`src/rtl/pipe_pkg.sv`:
```
`default_nettype none
// ============================================================================
// Module   : pipe_pkg
// Purpose  : Shared pipeline hazard types: FSM encoding, register constants
//            and the stage-control bundle field order.
// Revision : 1.0
// ============================================================================
package pipe_pkg;

    typedef enum logic [0:0] {
        RUN      = 1'b0,
        MEM_WAIT = 1'b1
    } fsm_e;

    localparam logic [4:0] REG_ZERO = 5'd0;

    // Field order shared by every pipe register's stall/flush bundle, MSB first.
    typedef struct packed {
        logic pc_stall;
        logic if_id_stall;
        logic if_id_flush;
        logic id_ex_stall;
        logic id_ex_flush;
        logic ex_mem_stall;
        logic mem_wb_flush;
    } stage_ctrl_t;

    localparam stage_ctrl_t CTRL_NONE = '0;

endpackage
`default_nettype wire

```
`src/rtl/pipe_hazard_ctrl_if.sv`:
```
`default_nettype none
// ============================================================================
// Module   : pipe_hazard_ctrl_if
// Purpose  : Hazard inputs from the pipeline and stage controls back to it.
// Revision : 1.0
// ============================================================================
interface pipe_hazard_ctrl_if #(
    parameter int CNT_W = 32
);
    logic [4:0]       id_rs_i;
    logic [4:0]       id_rt_i;
    logic             id_uses_rt_i;
    logic             ex_memread_i;
    logic [4:0]       ex_rt_i;
    logic             id_branch_taken_i;
    logic             mem_req_i;
    logic             mem_ready_i;
    logic             pc_stall_o;
    logic             if_id_stall_o;
    logic             if_id_flush_o;
    logic             id_ex_stall_o;
    logic             id_ex_flush_o;
    logic             ex_mem_stall_o;
    logic             mem_wb_flush_o;
    logic             busy_o;
    logic             err_o;
    logic [CNT_W-1:0] stall_cnt_o;

    // Pipeline side
    modport master (
        output id_rs_i, id_rt_i, id_uses_rt_i, ex_memread_i, ex_rt_i,
               id_branch_taken_i, mem_req_i, mem_ready_i,
        input  pc_stall_o, if_id_stall_o, if_id_flush_o, id_ex_stall_o,
               id_ex_flush_o, ex_mem_stall_o, mem_wb_flush_o, busy_o,
               err_o, stall_cnt_o
    );

    // Hazard controller side
    modport slave (
        input  id_rs_i, id_rt_i, id_uses_rt_i, ex_memread_i, ex_rt_i,
               id_branch_taken_i, mem_req_i, mem_ready_i,
        output pc_stall_o, if_id_stall_o, if_id_flush_o, id_ex_stall_o,
               id_ex_flush_o, ex_mem_stall_o, mem_wb_flush_o, busy_o,
               err_o, stall_cnt_o
    );
endinterface
`default_nettype wire

```
`src/rtl/pipe_hazard_ctrl_hazard_detect.sv`:
```
`default_nettype none
// ============================================================================
// Module   : hazard_detect
// Purpose  : Combinational load-use compare between the EX load and ID sources.
// Revision : 1.0
// ============================================================================
module hazard_detect
    import pipe_pkg::*;
(
    input  wire logic [4:0] id_rs_i,
    input  wire logic [4:0] id_rt_i,
    input  wire logic       id_uses_rt_i,
    input  wire logic       ex_memread_i,
    input  wire logic [4:0] ex_rt_i,
    output logic            load_use_o
);
    logic rs_match;
    logic rt_match;

    // Writes to r0 are discarded, so a load targeting r0 never creates a hazard.
    assign rs_match   = (ex_rt_i == id_rs_i);
    assign rt_match   = id_uses_rt_i && (ex_rt_i == id_rt_i);
    assign load_use_o = ex_memread_i && (ex_rt_i != REG_ZERO) && (rs_match || rt_match);
endmodule
`default_nettype wire

```
`src/rtl/pipe_hazard_ctrl.sv`:
```
`default_nettype none
// ============================================================================
// Module   : pipe_hazard_ctrl
// Purpose  : Stall/flush sequencer for the 5-stage pipeline with memory-wait
//            FSM, timeout flag and saturating stall-cycle counter.
// Revision : 1.0
// ============================================================================
module pipe_hazard_ctrl
    import pipe_pkg::*;
#(
    parameter int TIMEOUT = 64,
    parameter int CNT_W   = 32
) (
    input  wire logic          clk_i,
    input  wire logic          rst_i,
    pipe_hazard_ctrl_if.slave  bus
);
    localparam int              WAIT_W    = $clog2(TIMEOUT + 1);
    localparam logic [WAIT_W-1:0] WAIT_ONE  = WAIT_W'(1);
    localparam logic [WAIT_W-1:0] WAIT_LAST = WAIT_W'(TIMEOUT - 1);
    localparam logic [WAIT_W-1:0] WAIT_MAX  = WAIT_W'(TIMEOUT);

    fsm_e              fsm_q,       fsm_d;
    logic [WAIT_W-1:0] wait_cnt_q,  wait_cnt_d;
    logic              err_q,       err_d;
    logic [CNT_W-1:0]  stall_cnt_q, stall_cnt_d;

    logic        mem_hold;
    logic        load_use;
    stage_ctrl_t ctrl;

    // A dropped request while waiting counts as completion, so both states share one hold term.
    assign mem_hold = bus.mem_req_i && !bus.mem_ready_i;

    hazard_detect u_hazard_detect (
        .id_rs_i      (bus.id_rs_i),
        .id_rt_i      (bus.id_rt_i),
        .id_uses_rt_i (bus.id_uses_rt_i),
        .ex_memread_i (bus.ex_memread_i),
        .ex_rt_i      (bus.ex_rt_i),
        .load_use_o   (load_use)
    );

    always_comb begin
        ctrl = CTRL_NONE;
        if (mem_hold) begin
            ctrl.pc_stall     = 1'b1;
            ctrl.if_id_stall  = 1'b1;
            ctrl.id_ex_stall  = 1'b1;
            ctrl.ex_mem_stall = 1'b1;
            ctrl.mem_wb_flush = 1'b1;
        end else if (load_use) begin
            // Any taken branch now is dropped and re-resolved once the bubble passes.
            ctrl.pc_stall     = 1'b1;
            ctrl.if_id_stall  = 1'b1;
            ctrl.id_ex_flush  = 1'b1;
        end else if (bus.id_branch_taken_i) begin
            ctrl.if_id_flush  = 1'b1;
        end
    end

    always_comb begin
        fsm_d      = fsm_q;
        wait_cnt_d = wait_cnt_q;
        err_d      = err_q;
        case (fsm_q)
            RUN: begin
                if (mem_hold) begin
                    fsm_d      = MEM_WAIT;
                    wait_cnt_d = WAIT_ONE;
                end
            end
            MEM_WAIT: begin
                if (!mem_hold) begin
                    fsm_d      = RUN;
                    wait_cnt_d = '0;
                end else begin
                    if (wait_cnt_q == WAIT_LAST) begin
                        err_d = 1'b1;
                    end
                    if (wait_cnt_q != WAIT_MAX) begin
                        wait_cnt_d = wait_cnt_q + WAIT_ONE;
                    end
                end
            end
            default: begin
                fsm_d      = RUN;
                wait_cnt_d = '0;
            end
        endcase
    end

    always_comb begin
        stall_cnt_d = stall_cnt_q;
        if (ctrl.pc_stall && !(&stall_cnt_q)) begin
            stall_cnt_d = stall_cnt_q + CNT_W'(1);
        end
    end

    always_ff @(posedge clk_i or negedge rst_i) begin
        if (!rst_i) begin
            fsm_q       <= RUN;
            wait_cnt_q  <= '0;
            err_q       <= 1'b0;
            stall_cnt_q <= '0;
        end else begin
            fsm_q       <= fsm_d;
            wait_cnt_q  <= wait_cnt_d;
            err_q       <= err_d;
            stall_cnt_q <= stall_cnt_d;
        end
    end

    assign bus.pc_stall_o     = ctrl.pc_stall;
    assign bus.if_id_stall_o  = ctrl.if_id_stall;
    assign bus.if_id_flush_o  = ctrl.if_id_flush;
    assign bus.id_ex_stall_o  = ctrl.id_ex_stall;
    assign bus.id_ex_flush_o  = ctrl.id_ex_flush;
    assign bus.ex_mem_stall_o = ctrl.ex_mem_stall;
    assign bus.mem_wb_flush_o = ctrl.mem_wb_flush;
    assign bus.busy_o         = (fsm_q == MEM_WAIT);
    assign bus.err_o          = err_q;
    assign bus.stall_cnt_o    = stall_cnt_q;
endmodule
`default_nettype wire

```
`src/flat_wrapper.sv`:
```
// flat-port wrapper written by rule: the top's interface ports become plain ports
module pipe_hazard_ctrl_flat import pipe_pkg::*;
#(
    parameter int TIMEOUT = 64,
    parameter int CNT_W   = 32
)
  (clk_i, rst_i, bus_id_rs_i, bus_id_rt_i, bus_id_uses_rt_i, bus_ex_memread_i, bus_ex_rt_i, bus_id_branch_taken_i, bus_mem_req_i, bus_mem_ready_i, bus_pc_stall_o, bus_if_id_stall_o, bus_if_id_flush_o, bus_id_ex_stall_o, bus_id_ex_flush_o, bus_ex_mem_stall_o, bus_mem_wb_flush_o, bus_busy_o, bus_err_o, bus_stall_cnt_o);
  pipe_hazard_ctrl_if #(.CNT_W(CNT_W)) bus_i ();
  input  wire logic clk_i;
  input  wire logic rst_i;
  input wire logic [$bits(bus_i.id_rs_i)-1:0] bus_id_rs_i;
  input wire logic [$bits(bus_i.id_rt_i)-1:0] bus_id_rt_i;
  input wire logic [$bits(bus_i.id_uses_rt_i)-1:0] bus_id_uses_rt_i;
  input wire logic [$bits(bus_i.ex_memread_i)-1:0] bus_ex_memread_i;
  input wire logic [$bits(bus_i.ex_rt_i)-1:0] bus_ex_rt_i;
  input wire logic [$bits(bus_i.id_branch_taken_i)-1:0] bus_id_branch_taken_i;
  input wire logic [$bits(bus_i.mem_req_i)-1:0] bus_mem_req_i;
  input wire logic [$bits(bus_i.mem_ready_i)-1:0] bus_mem_ready_i;
  output wire logic [$bits(bus_i.pc_stall_o)-1:0] bus_pc_stall_o;
  output wire logic [$bits(bus_i.if_id_stall_o)-1:0] bus_if_id_stall_o;
  output wire logic [$bits(bus_i.if_id_flush_o)-1:0] bus_if_id_flush_o;
  output wire logic [$bits(bus_i.id_ex_stall_o)-1:0] bus_id_ex_stall_o;
  output wire logic [$bits(bus_i.id_ex_flush_o)-1:0] bus_id_ex_flush_o;
  output wire logic [$bits(bus_i.ex_mem_stall_o)-1:0] bus_ex_mem_stall_o;
  output wire logic [$bits(bus_i.mem_wb_flush_o)-1:0] bus_mem_wb_flush_o;
  output wire logic [$bits(bus_i.busy_o)-1:0] bus_busy_o;
  output wire logic [$bits(bus_i.err_o)-1:0] bus_err_o;
  output wire logic [$bits(bus_i.stall_cnt_o)-1:0] bus_stall_cnt_o;
  assign bus_i.id_rs_i = bus_id_rs_i;
  assign bus_i.id_rt_i = bus_id_rt_i;
  assign bus_i.id_uses_rt_i = bus_id_uses_rt_i;
  assign bus_i.ex_memread_i = bus_ex_memread_i;
  assign bus_i.ex_rt_i = bus_ex_rt_i;
  assign bus_i.id_branch_taken_i = bus_id_branch_taken_i;
  assign bus_i.mem_req_i = bus_mem_req_i;
  assign bus_i.mem_ready_i = bus_mem_ready_i;
  assign bus_pc_stall_o = bus_i.pc_stall_o;
  assign bus_if_id_stall_o = bus_i.if_id_stall_o;
  assign bus_if_id_flush_o = bus_i.if_id_flush_o;
  assign bus_id_ex_stall_o = bus_i.id_ex_stall_o;
  assign bus_id_ex_flush_o = bus_i.id_ex_flush_o;
  assign bus_ex_mem_stall_o = bus_i.ex_mem_stall_o;
  assign bus_mem_wb_flush_o = bus_i.mem_wb_flush_o;
  assign bus_busy_o = bus_i.busy_o;
  assign bus_err_o = bus_i.err_o;
  assign bus_stall_cnt_o = bus_i.stall_cnt_o;
  pipe_hazard_ctrl #(.TIMEOUT(TIMEOUT), .CNT_W(CNT_W)) u_core (.clk_i(clk_i), .rst_i(rst_i), .bus(bus_i));
endmodule
```
`config.mk`:
```
export PLATFORM = sky130hd
export DESIGN_NAME = pipe_hazard_ctrl_flat
export DESIGN_NICKNAME = d
export VERILOG_FILES = /design/src/rtl/pipe_pkg.sv /design/src/rtl/pipe_hazard_ctrl_if.sv /design/src/rtl/pipe_hazard_ctrl_hazard_detect.sv /design/src/rtl/pipe_hazard_ctrl.sv /design/src/flat_wrapper.sv
export SDC_FILE = /design/constraint.sdc
export NUM_CORES = 1
export LEC_CHECK = 0
export ABC_AREA = 1
export CAP_MARGIN = 20
export CORE_AREA = 2 2 78 80
export DETAILED_ROUTE_END_ITERATION = 10
export DIE_AREA = 0 0 80 82
export PLACE_DENSITY = 0.83
export SYNTH_ARGS = -nofsm -noshare
export SYNTH_HDL_FRONTEND = slang
export SYNTH_SLANG_ARGS = --single-unit
```
`constraint.sdc`:
```
create_clock -name clk_i -period 4.7 [get_ports clk_i]
set_clock_uncertainty 0.05 [all_clocks]
set_input_delay 0.47 -clock clk_i [delete_from_list [all_inputs] [get_ports clk_i]]
set_output_delay 0.47 -clock clk_i [all_outputs]
set_load 0.005 [all_outputs]
```
---- Word level (Yosys, flattened, before mapping) ----
Cells that the tools add are included.
word-level totals
  register bits ........................... 41
  bits of input ports ..................... 22
cells by class
  $add $sub $neg .......................... 2
  equality and inequality tests ........... 6
  mux-type cells .......................... 13
  bitwise operators ....................... 1
  reductions and logical operators ........ 12
operators with widths
  kind                                                   number
  adder 32 x 1 -> 32 bit, second input constant          1
  AND reduction 32 bit                                   1
  two-way mux 7 bit                                      3
  one-hot mux 7 bit (2 select lines)                     1
  == test 5 bit                                          2
  adder 7 x 1 -> 7 bit, second input constant            1
  == test 7 x 6 -> 1 bit, second input constant          1
  inequality test 7 bit, second input constant           1
  two-way mux 1 bit                                      6
  two-way mux 2 bit                                      3
  logical AND 1 bit                                      5
  nonzero test 5 bit                                     1
  inequality test 3 bit, second input constant           1
  AND reduction 3 bit                                    1
  zero test 1 bit                                        2
  inequality test 2 x 1 -> 1 bit, second input constant  1
  AND reduction 2 bit                                    1
  logical OR 1 bit                                       1
  inverter 1 bit                                         1

---- Longest topological paths before layout ----
Gate-level depths: netlist of run 1.
  depth in word-level cells ............... 7
  gate-level depth with buffers ........... 13
  mapped depth without buffers ............ 12

---- Modules after synthesis ----
A second synthesis of run 1 with hierarchy kept.
second synthesis, totals
  cell total of the unflattened synthesis .. 455
  area total of the unflattened synthesis .. 2889.0 um^2
modules (own cells, without submodules)
  module            times used  cells an instance  area each (um^2)  seq. area each (um^2)
  pipe_hazard_ctrl  1           403                2682.6            1026.0
  hazard_detect     1           52                 206.4             0.0

---- Least setup slack after synthesis of run 1 ----
No wires, ideal clock.
  path kind ............................... input-to-output
  start ................................... input bus_mem_req_i
  end ..................................... output bus_pc_stall_o
  arrival time ............................ 1.338 ns
  required time ........................... 4.180 ns
  path slack .............................. 2.842 ns
  stages .................................. 6
  path buffers ............................ 2
  path through ............................ inv_1 nor2_2 inv_1 nand2_2 buf_2 buf_4
on the way
  word-level cells in the longest chain between the ends .. 2
ends and longest elaborated chain
  item                RTL line                source
  start: declaration  flat_wrapper.sv:17      input wire logic [$bits(bus_i.mem_req_i)-1:0] bus_mem_req_i;
  logical AND 1 bit   pipe_hazard_ctrl.sv:33  assign mem_hold = bus.mem_req_i && !bus.mem_ready_i;
  two-way mux 2 bit   pipe_hazard_ctrl.sv:46  if (mem_hold) begin
  end: declaration    flat_wrapper.sv:19      output wire logic [$bits(bus_i.pc_stall_o)-1:0] bus_pc_stall_o;
No other way between the ends.

---- Final worst setup path of run 1 ----
  start ................................... input bus_ex_rt_i[3]
  end ..................................... output bus_if_id_stall_o
on the way
  word-level cells in the longest chain between the ends .. 6
  elaborated cells between the ends (all ways) .. 9
  those cells by class .................... eq/ne: 2; mux: 2; reduce/logical: 5
ends and longest elaborated chain
  item                   RTL line                              source
  start: declaration     flat_wrapper.sv:15                    input wire logic [$bits(bus_i.ex_rt_i)-1:0] bus_ex_rt_i;
  == test 5 bit          pipe_hazard_ctrl_hazard_detect.sv:22  assign rt_match = id_uses_rt_i && (ex_rt_i == id_rt_i);
  logical AND 1 bit      pipe_hazard_ctrl_hazard_detect.sv:22
  logical OR 1 bit       pipe_hazard_ctrl_hazard_detect.sv:23  assign load_use_o = ex_memread_i && (ex_rt_i != REG_ZERO) && (rs_match || rt_match);
  logical AND 1 bit (*)  pipe_hazard_ctrl_hazard_detect.sv:23
  two-way mux 2 bit (*)  pipe_hazard_ctrl.sv:52                end else if (load_use) begin
  two-way mux 2 bit (*)  pipe_hazard_ctrl.sv:46
  end: declaration       flat_wrapper.sv:20                    output wire logic [$bits(bus_i.if_id_stall_o)-1:0] bus_if_id_stall_o;
Mark *: on every way between the ends. The rest lies on a longest branch, timed or not.

==> results of run 1 <==
[stage by stage]
stage               cells  worst slack (ns)  hold WS, ns  total power, mW  cell area, um^2
floorplan             468             2.842       0.1244           0.4890             3074
detailed placement    594             1.573       0.4432           0.5702             3692
CTS                   602             1.574       0.2985           0.8689             3809
global placement      594             1.647       0.4252           0.5639             3692
finish                602             1.571       0.2564           0.8632             3809
global route          602             1.442       0.3366           0.9076             3809
[logic make-up after synthesis]
kind of cell               after synthesis  share of synthesized area
buffers and inverters                   67                     0.1005
xor gates and xnor gates                18                    0.05128
DFF                                     41                     0.3337
AOI/OAI and AO/OA                        8                    0.01425
and+or+nand+nor                        331                     0.4880
adders and majority gates                3                    0.01221
[registers in the layout (all words and copies together), names as in the netlist]
| register | count |
|---|---|
| u_core.bus.err_o | 1 |
| u_core.bus.stall_cnt_o | 32 |
| u_core.bus.busy_o | 1 |
| u_core.wait_cnt_q | 7 |
[routing by layer]
metal	part of all wire	GRT usage	up-vias
li1	-	-	1555
met1	0.41	0.2783	1393
met5	0	0	-
met3	0.053	0.04286	15
met2	0.51	0.4333	94
met4	0.020	0.07966	0
[placed cells by master, fill, tap and decap left out, drive strengths merged]
cell type,count
a31oi,1
buf,3
bufinv,1
clkbuf,7
clkdlybuf4s50,61
dfrtp,41
ha,3
inv,54
nand2,195
nand3,52
nand3b,8
nand4,6
nor2,66
nor3,2
o21ai,6
o31ai,1
or2,2
xnor2,8
xor2,10
[power groups by stage]
stage	clock, mW	sequential [mW]	combinational, mW
2_1_floorplan	0	0.402	0.0868
3_3_place_gp	0	0.406	0.158
3_5_place_dp	0	0.407	0.164
4_1_cts	0.304	0.400	0.165
5_1_grt	0.322	0.403	0.183
6_report	0.300	0.400	0.163
[worst paths after layout]
path	startpoint	endpoint	slack (ns)	cells after the start
min in group clk_i	u_core.bus.err_o$_DFFE_PN0P_	u_core.bus.err_o$_DFFE_PN0P_	0.48	2
hold / removal	rst_i	u_core.bus.stall_cnt_o[11]$_DFFE_PN0P_	0.26	1
setup / recovery	bus_ex_rt_i[3]	bus_if_id_stall_o	1.57	11
hold reg to reg	u_core.bus.err_o$_DFFE_PN0P_	u_core.bus.err_o$_DFFE_PN0P_	0.48	2
max in group asynchronous	rst_i	u_core.wait_cnt_q[2]$_DFFE_PN0P_	3.77	1
setup reg to reg	u_core.bus.stall_cnt_o[0]$_DFFE_PN0P_	u_core.bus.stall_cnt_o[10]$_DFFE_PN0P_	1.94	9
[Yosys cell counts, drive strengths merged]
| library cell | n | share of area |
|---|---|---|
| a31oi | 1 | 0.0020 |
| buf | 13 | 0.035 |
| dfrtp | 41 | 0.33 |
| ha | 3 | 0.012 |
| inv | 54 | 0.066 |
| nand2 | 195 | 0.24 |
| nand3 | 52 | 0.12 |
| nand3b | 8 | 0.020 |
| nand4 | 6 | 0.012 |
| nor2 | 66 | 0.090 |
| nor3 | 2 | 0.0033 |
| o21ai | 6 | 0.0098 |
| o31ai | 1 | 0.0024 |
| or2 | 2 | 0.0041 |
| xnor2 | 8 | 0.023 |
| xor2 | 10 | 0.028 |
[worst max-delay path, cell delays in order]
cell             delay [ns]
clkdlybuf4s50_1        0.50
inv_1                  0.08
nand2_1                0.08
nand2_1                0.05
nor2_1                 0.10
nand3_1                0.08
nand2_1                0.06
nand2_1                0.07
nand2_2                0.05
buf_4                  0.44
clkdlybuf4s50_1        0.61
[layout make-up]
type	count	area [um^2]
Inverter	54	202.7
Tap cell	75	93.84
Multi-Input combinational cell	360	1739
Fill cell	505	1937
Timing Repair Buffer	64	630.6
Clock buffer	7	86.33
Clock inverter	1	30.03
Sequential cell	41	1026
==> impl_metrics.tcl, run 1 <==
set metrics [dict create \
    worstPathRequired_ns 4.18 \
    post-route-util 0.6629 \
    ant_nets 0 \
    slew_headroom 0.3826 \
    clockRootBuffer "clkbuf_8" \
    fin_tns_setup_ns 0 \
    initialDrtViolationCount 198 \
    grt_pass1_vias 2920 \
    worstPathArrival_ns 2.61 \
    clockBufferDepth 2 \
    clkTransAtPathRegs_ns 0.08 \
    power_switching_mw 0.2395 \
    antenna_found_initial 0 \
    post_drt_via_cell_ratio 5.078 \
    cts_made_buffers 5 \
    drv_slew 0 \
    first_pass_iters 4 \
    grt_max_degree 44 \
    rsz0062_at_grt "no" \
    ys_ff_latch 41 \
    seq_power_share 0.464 \
    netlist_area_um2 3074 \
    fin_nets 551 \
    end_kind "output pin" \
    grtUsageTotal 0.2365 \
    wl_per_cell_um 12.01 \
    cts_resized 0 \
    cts_num_sinks 41 \
    p_clk_frac 0.348 \
    post_cts_buffers 0 \
    power_density_nw_per_um2 226.7 \
    switching_share 0.2774 \
    vdd_drop_max_uv 168.0 \
    crit_type "in2out" \
    hold_viol_final 0 \
    drive_gt1_frac 0.08918 \
    internal-power_mw 0.6237 \
    num_antenna_cells 0 \
    syn_inst 468 \
    leakagePower_nw 1.742 \
    overflow 0 \
    fp.dieH_um 82 \
    worstPathMaxFanout 43 \
    cts_tree "built" \
    die_area_um2 6560 \
    postSynthAreaPerCell_um2 6.569 \
    worst_pin_slew_ns 0.9261 \
    comb_power_share 0.189 \
    io_pins 63 \
    initial_core_util 0.5351 \
    routed_wl_um 7231 \
    min_period_ns 3.129 \
    setup_violations 0 \
    drc_errors 0 \
    ctsHoldBuffers 0 \
    worst_hold_path_type "in2async" \
    run_status "finished, final reports clean" \
    synthesis.nets 493 \
    dp_hpwl_um 5467 \
    seq_area_frac_synth 0.3337 \
    syn_to_final_growth_pct 23.89 \
    htree_levels 2 \
    ys_types 23 \
    clk_latency_ns 0.30 \
    num_vias 3057 \
    drv_cap 0 \
    port_buffers 62 \
    layout_worst_path_cycle_share 0.6658 \
    timing.fmax_mhz 319.6 \
    fp-row-count 28 \
    die_w_um 80 \
    fp.coreArea_um2 5746 \
    gp_congestion 0.9100 \
    ys_warn_count 0 \
    grt_pass1_wl_um 12450 \
    setup.worst_path.start_class "primary input" \
]
No activity file was read; power rests on OpenSTA's default activity.
==> inputs of run 2 (changes only) <==
--- a/config.mk
+++ b/config.mk
@@ -7,10 +7,10 @@
 export LEC_CHECK = 0
 export ABC_AREA = 1
 export CAP_MARGIN = 20
-export CORE_AREA = 2 2 78 80
+export CORE_AREA = 2 2 80 82
 export DETAILED_ROUTE_END_ITERATION = 10
-export DIE_AREA = 0 0 80 82
-export PLACE_DENSITY = 0.83
+export DIE_AREA = 0 0 82 84
+export PLACE_DENSITY = 0.8
 export SYNTH_ARGS = -nofsm -noshare
 export SYNTH_HDL_FRONTEND = slang
 export SYNTH_SLANG_ARGS = --single-unit
==> constraint.sdc (replaced) <==
create_clock -name clk_i -period 3.3 [get_ports clk_i]
set_clock_uncertainty 0.05 [all_clocks]
set_input_delay 0.33 -clock clk_i [delete_from_list [all_inputs] [get_ports clk_i]]
set_output_delay 0.33 -clock clk_i [all_outputs]
set_load 0.005 [all_outputs]
==> impl_metrics.tcl, run 2 (synthesis gave the netlist of run 1 again) <==
set metrics [dict create \
    clockBufferDepth 2 \
    cts_tree "built" \
    power_density_nw_per_um2 321.9 \
    whs_ns 0.1064 \
    syn_to_final_growth_pct 24.83 \
    die_area_um2 6888 \
    grt_pass1_vias 3057 \
    initial_core_util 0.5043 \
    run_status "finished, final reports clean" \
    setup.worst_path.start_class "primary input" \
    num_vias 3089 \
    p_clk_frac 0.350 \
    setup_violations 0 \
    drive_gt1_frac 0.09623 \
    fin_cells 607 \
    rsz0062_at_grt "no" \
    clk_latency_ns 0.30 \
    drv_slew 0 \
    post-route-util 0.6295 \
    cts_num_sinks 41 \
    power_switching_mw 0.3452 \
    crit_type "in2out" \
    num_antenna_cells 0 \
    ctsHoldBuffers 0 \
    clockRootBuffer "clkbuf_8" \
    end_kind "output pin" \
    fin_tns_setup_ns 0 \
    clkTransAtPathRegs_ns 0.08 \
    final_common_cell "nand2_1" \
    worstPathMaxFanout 7 \
    overflow 0 \
    nFillCells 564 \
    comb_power_share 0.190 \
    grtUsageTotal 0.2333 \
    first_pass_iters 4 \
    gp_congestion 0.9362 \
    internal-power_mw 0.8899 \
    wl_per_cell_um 12.04 \
    routed_wl_um 7310 \
    seq_power_share 0.460 \
    timing.fmax_mhz 405.4 \
    worst_hold_path_type "in2async" \
    fin_area_um2 3837 \
    worstPathArrival_ns 2.09 \
    io_pins 63 \
    grt_max_degree 42 \
    port_buffers 62 \
    multiInputGateArea_um2 1739 \
    grt_pass1_wl_um 12900 \
    dp_cells 599 \
    post_drt_via_cell_ratio 5.089 \
    drv_cap 0 \
    switching_share 0.2795 \
    drc_errors 0 \
    vdd_drop_max_uv 175.7 \
    layout_worst_path_cycle_share 0.7476 \
    fp.dieH_um 84 \
    dpl_cell_area_um2 3717 \
    fin_nets 554 \
    power.total_mw 1.235 \
    pre_cts_ws_ns 0.7251 \
    slew_headroom 0.3875 \
    initialDrtViolationCount 205 \
    worst_pin_slew_ns 0.9188 \
    die_w_um 82 \
    cts_made_buffers 5 \
    largest_reg_flops 32 \
    min_period_ns 2.467 \
    fp-row-count 29 \
    setup_ws_ns 0.8330 \
    dp_hpwl_um 5670 \
    post_cts_buffers 0 \
    leakagePower_nw 1.755 \
    htree_levels 2 \
    worstPathRequired_ns 2.92 \
    regArea_um2 1026 \
    antenna_found_initial 0 \
    fp.coreArea_um2 6096 \
    hold_viol_final 0 \
    final_cell_mix "190 x nand2_1, 61 x clkdlybuf4s50_1, 59 x nor2_1, 51 x inv_1, 41 x dfrtp_1" \
    ant_nets 0 \
    cts_resized 0 \
]
==> run 2: cell count changes in the layout (fill, tap and decap cells not counted) <==
cell,delta
clkbuf_1,-1
buf_4,+3
clkinvlp_4,+1
==> run 2: final timing paths <==
check,from,end,slack [ns],depth (start not counted)
worst max-delay path,bus_ex_rt_i[1],bus_pc_stall_o,0.83,10
worst min-delay path,rst_i,u_core.bus.stall_cnt_o[7]$_DFFE_PN0P_,0.11,1
worst max register to register,u_core.bus.stall_cnt_o[0]$_DFFE_PN0P_,u_core.bus.stall_cnt_o[14]$_DFFE_PN0P_,0.98,10
worst min register to register,u_core.bus.err_o$_DFFE_PN0P_,u_core.bus.err_o$_DFFE_PN0P_,0.44,2
max in group asynchronous,rst_i,u_core.bus.stall_cnt_o[20]$_DFFE_PN0P_,2.53,1
min in group clk_i,u_core.bus.err_o$_DFFE_PN0P_,u_core.bus.err_o$_DFFE_PN0P_,0.44,2
==> run 2: worst max-delay path, stage by stage <==
cell             delay [ns]
clkdlybuf4s50_1        0.50
inv_1                  0.08
nand2_1                0.06
nand2_1                0.05
nor2_1                 0.12
nand3_1                0.09
nand2_1                0.07
nand2_1                0.07
nand2_2                0.17
clkdlybuf4s50_1        0.54
==> run 2: power by group through the flow <==
stage / sequential, mW / combinational [mW] / clock (mW)
2_1_floorplan: 0.573 / 0.124 / 0
3_3_place_gp: 0.577 / 0.230 / 0
3_5_place_dp: 0.578 / 0.236 / 0
4_1_cts: 0.569 / 0.238 / 0.441
5_1_grt: 0.574 / 0.264 / 0.458
6_report: 0.568 / 0.235 / 0.432
==> run 2: layout make-up <==
cell class              instances  area share
clock buffers                   6     0.02152
repair buffers                 67      0.1702
well taps                      77     0.02511
clock inverters                 2    0.009782
multi-input cells             360      0.4532
flip-flops and latches         41      0.2674
inverters                      54     0.05282
==> run 2: layer usage <==
metal	wire (um)	up-vias	GRT usage
met5	0	-	0
met4	187	0	0.09848
met3	363	22	0.04762
met2	3691	97	0.3917
met1	3068	1412	0.2842
li1	-	1558	-
==> inputs of run 3 (changes only) <==
==> constraint.sdc (replaced) <==
create_clock -name clk_i -period 2.4 [get_ports clk_i]
set_clock_uncertainty 0.05 [all_clocks]
set_input_delay 0.24 -clock clk_i [delete_from_list [all_inputs] [get_ports clk_i]]
set_output_delay 0.24 -clock clk_i [all_outputs]
set_load 0.005 [all_outputs]
==> impl_metrics.tcl, run 3 (synthesis gave the netlist of run 1 again) <==
set metrics [dict create \
    fin_nets 560 \
    switching_share 0.2903 \
    grt_pass1_wl_um 12790 \
    io_pins 63 \
    drv_cap 0 \
    internal-power_mw 1.158 \
    clockBufferDepth 2 \
    timing.fmax_mhz 443.7 \
    p_clk_frac 0.312 \
    ant_nets 0 \
    crit_type "in2out" \
    wl_per_cell_um 12.12 \
    gp_congestion 0.9137 \
    vdd_drop_max_uv 297.8 \
    die_area_um2 6888 \
    worst_path_largest_cell_delay_ns 0.52 \
    syn_to_final_growth_pct 25.84 \
    critPathBufInv 3 \
    comb_power_share 0.209 \
    first_pass_iters 5 \
    dp_cells 600 \
    worstPathArrival_ns 1.96 \
    initial_core_util 0.5043 \
    htree_levels 2 \
    largest_reg_flops 32 \
    num_vias 3084 \
    fin_cells 613 \
    cts_tree "built" \
    hold_viol_final 0 \
    layout_worst_path_cycle_share 0.9391 \
    ctsHoldBuffers 0 \
    drive_gt1_frac 0.1063 \
    cts_num_sinks 41 \
    worstPathRequired_ns 2.11 \
    routed_wl_um 7427 \
    worst_hold_path_type "in2async" \
    nFillCells 557 \
    path_common_cell "nand2_1" \
    crit_family "buffers and inverters" \
    post_drt_via_cell_ratio 5.031 \
    grt_max_degree 42 \
    initialDrtViolationCount 185 \
    end_kind "output pin" \
    drc_errors 0 \
    seq_power_share 0.479 \
    dp_hpwl_um 5636 \
    power.total_mw 1.632 \
    fp-row-count 29 \
    num_antenna_cells 0 \
    final_common_cell "nand2_1" \
    slowest_stage "clkdlybuf4s50_1" \
    die_w_um 82 \
    setup.worst_path.start_class "primary input" \
    cts_made_buffers 5 \
    final_cell_mix "190 x nand2_1, 61 x clkdlybuf4s50_1, 59 x nor2_1, 51 x inv_1, 41 x dfrtp_1" \
    fin_tns_setup_ns 0 \
    power_switching_mw 0.4739 \
    rsz0062_at_grt "no" \
    fp.coreArea_um2 6096 \
    power_density_nw_per_um2 421.9 \
    drv_slew 0 \
    overflow 0 \
    clkTransAtPathRegs_ns 0.09 \
    min_period_ns 2.254 \
    grt_pass1_vias 2948 \
    clockRootBuffer "clkbuf_8" \
    port_buffers 62 \
    worst_pin_slew_ns 0.9245 \
    grtUsageTotal 0.2303 \
    run_status "finished, final reports clean" \
    path_cells "clkdlybuf4s50_1 -> inv_1 -> nand2_1 -> nand2_1 -> nor2_1 -> nand3_1 -> nand2_1 -> nand2_1 -> nand2_4 -> clkdlybuf4s50_1" \
    worstPathMaxFanout 10 \
    clk_latency_ns 0.30 \
    fp.dieH_um 84 \
    setup_violations 0 \
    regToRegSetupSlack_ns 0.51 \
    slew_headroom 0.3837 \
    leakagePower_nw 1.784 \
    antenna_found_initial 0 \
]
-- run 3: changes by cell type in the layout (fill, tap and decap cells not counted), sizes merged --
cell	change
clkinvlp	-1
buf	+6
bufinv	-1
clkbuf	+1
clkinv	+1
-- run 3: repair_timing --
action,4_1_cts,5_1_grt
buffers inserted,0,5
resized for setup,0,2
endpoints found under the setup margin,0,28
-- run 3: area by class of cell --
type / count / area [um^2] / area share
repair buffers: 73 / 698.2 / 0.1805
multi-input cells: 360 / 1744 / 0.4508
clock inverters: 1 / 5.005 / 0.001294
flip-flops and latches: 41 / 1026 / 0.2652
well taps: 77 / 96.34 / 0.02490
inverters: 54 / 202.7 / 0.05239
clock buffers: 7 / 96.34 / 0.02490
-- run 3: stage by stage --
stage	cell area, um^2	worst slack [ns]	hold WS, ns	utilization
final	3869	0.1461	0.02791	0.6346
after global routing	3869	0.004249	0.1175	0.6346
after CTS	3826	0.01963	0.07171	0.6277
after detailed placement	3725	-0.1398	0.3886	0.6110
after global placement	3725	-0.08134	0.3681	0.6110
after floorplan	3074	0.6451	-0.1056	-
-- run 3: per-layer routing --
layer | global-route usage | wire length (um)
met3 | 0.04221 | 413
met5 | 0 | 0
met2 | 0.3962 | 3736
met1 | 0.2896 | 3173
met4 | 0.06364 | 104
-- run 3: worst paths after layout --
check / startpoint / endpoint / depth (start not counted)
worst min register to register: u_core.bus.err_o$_DFFE_PN0P_ / u_core.bus.err_o$_DFFE_PN0P_ / 2
min in group clk_i: u_core.bus.err_o$_DFFE_PN0P_ / u_core.bus.err_o$_DFFE_PN0P_ / 2
worst max register to register: u_core.bus.stall_cnt_o[0]$_DFFE_PN0P_ / u_core.bus.stall_cnt_o[29]$_DFFE_PN0P_ / 9
max in group asynchronous: rst_i / u_core.wait_cnt_q[6]$_DFFE_PN0P_ / 1
worst min-delay path: rst_i / u_core.bus.stall_cnt_o[28]$_DFFE_PN0P_ / 1
worst max-delay path: bus_ex_rt_i[3] / bus_pc_stall_o / 10
-- run 3: power groups by stage --
stage               registers (mW)  logic, mW  clock network (mW)
global placement             0.795      0.324                   0
detailed placement           0.795      0.333                   0
floorplan                    0.788      0.170                   0
global route                 0.787      0.378               0.551
CTS                          0.782      0.334               0.521
finish                       0.782      0.341               0.510
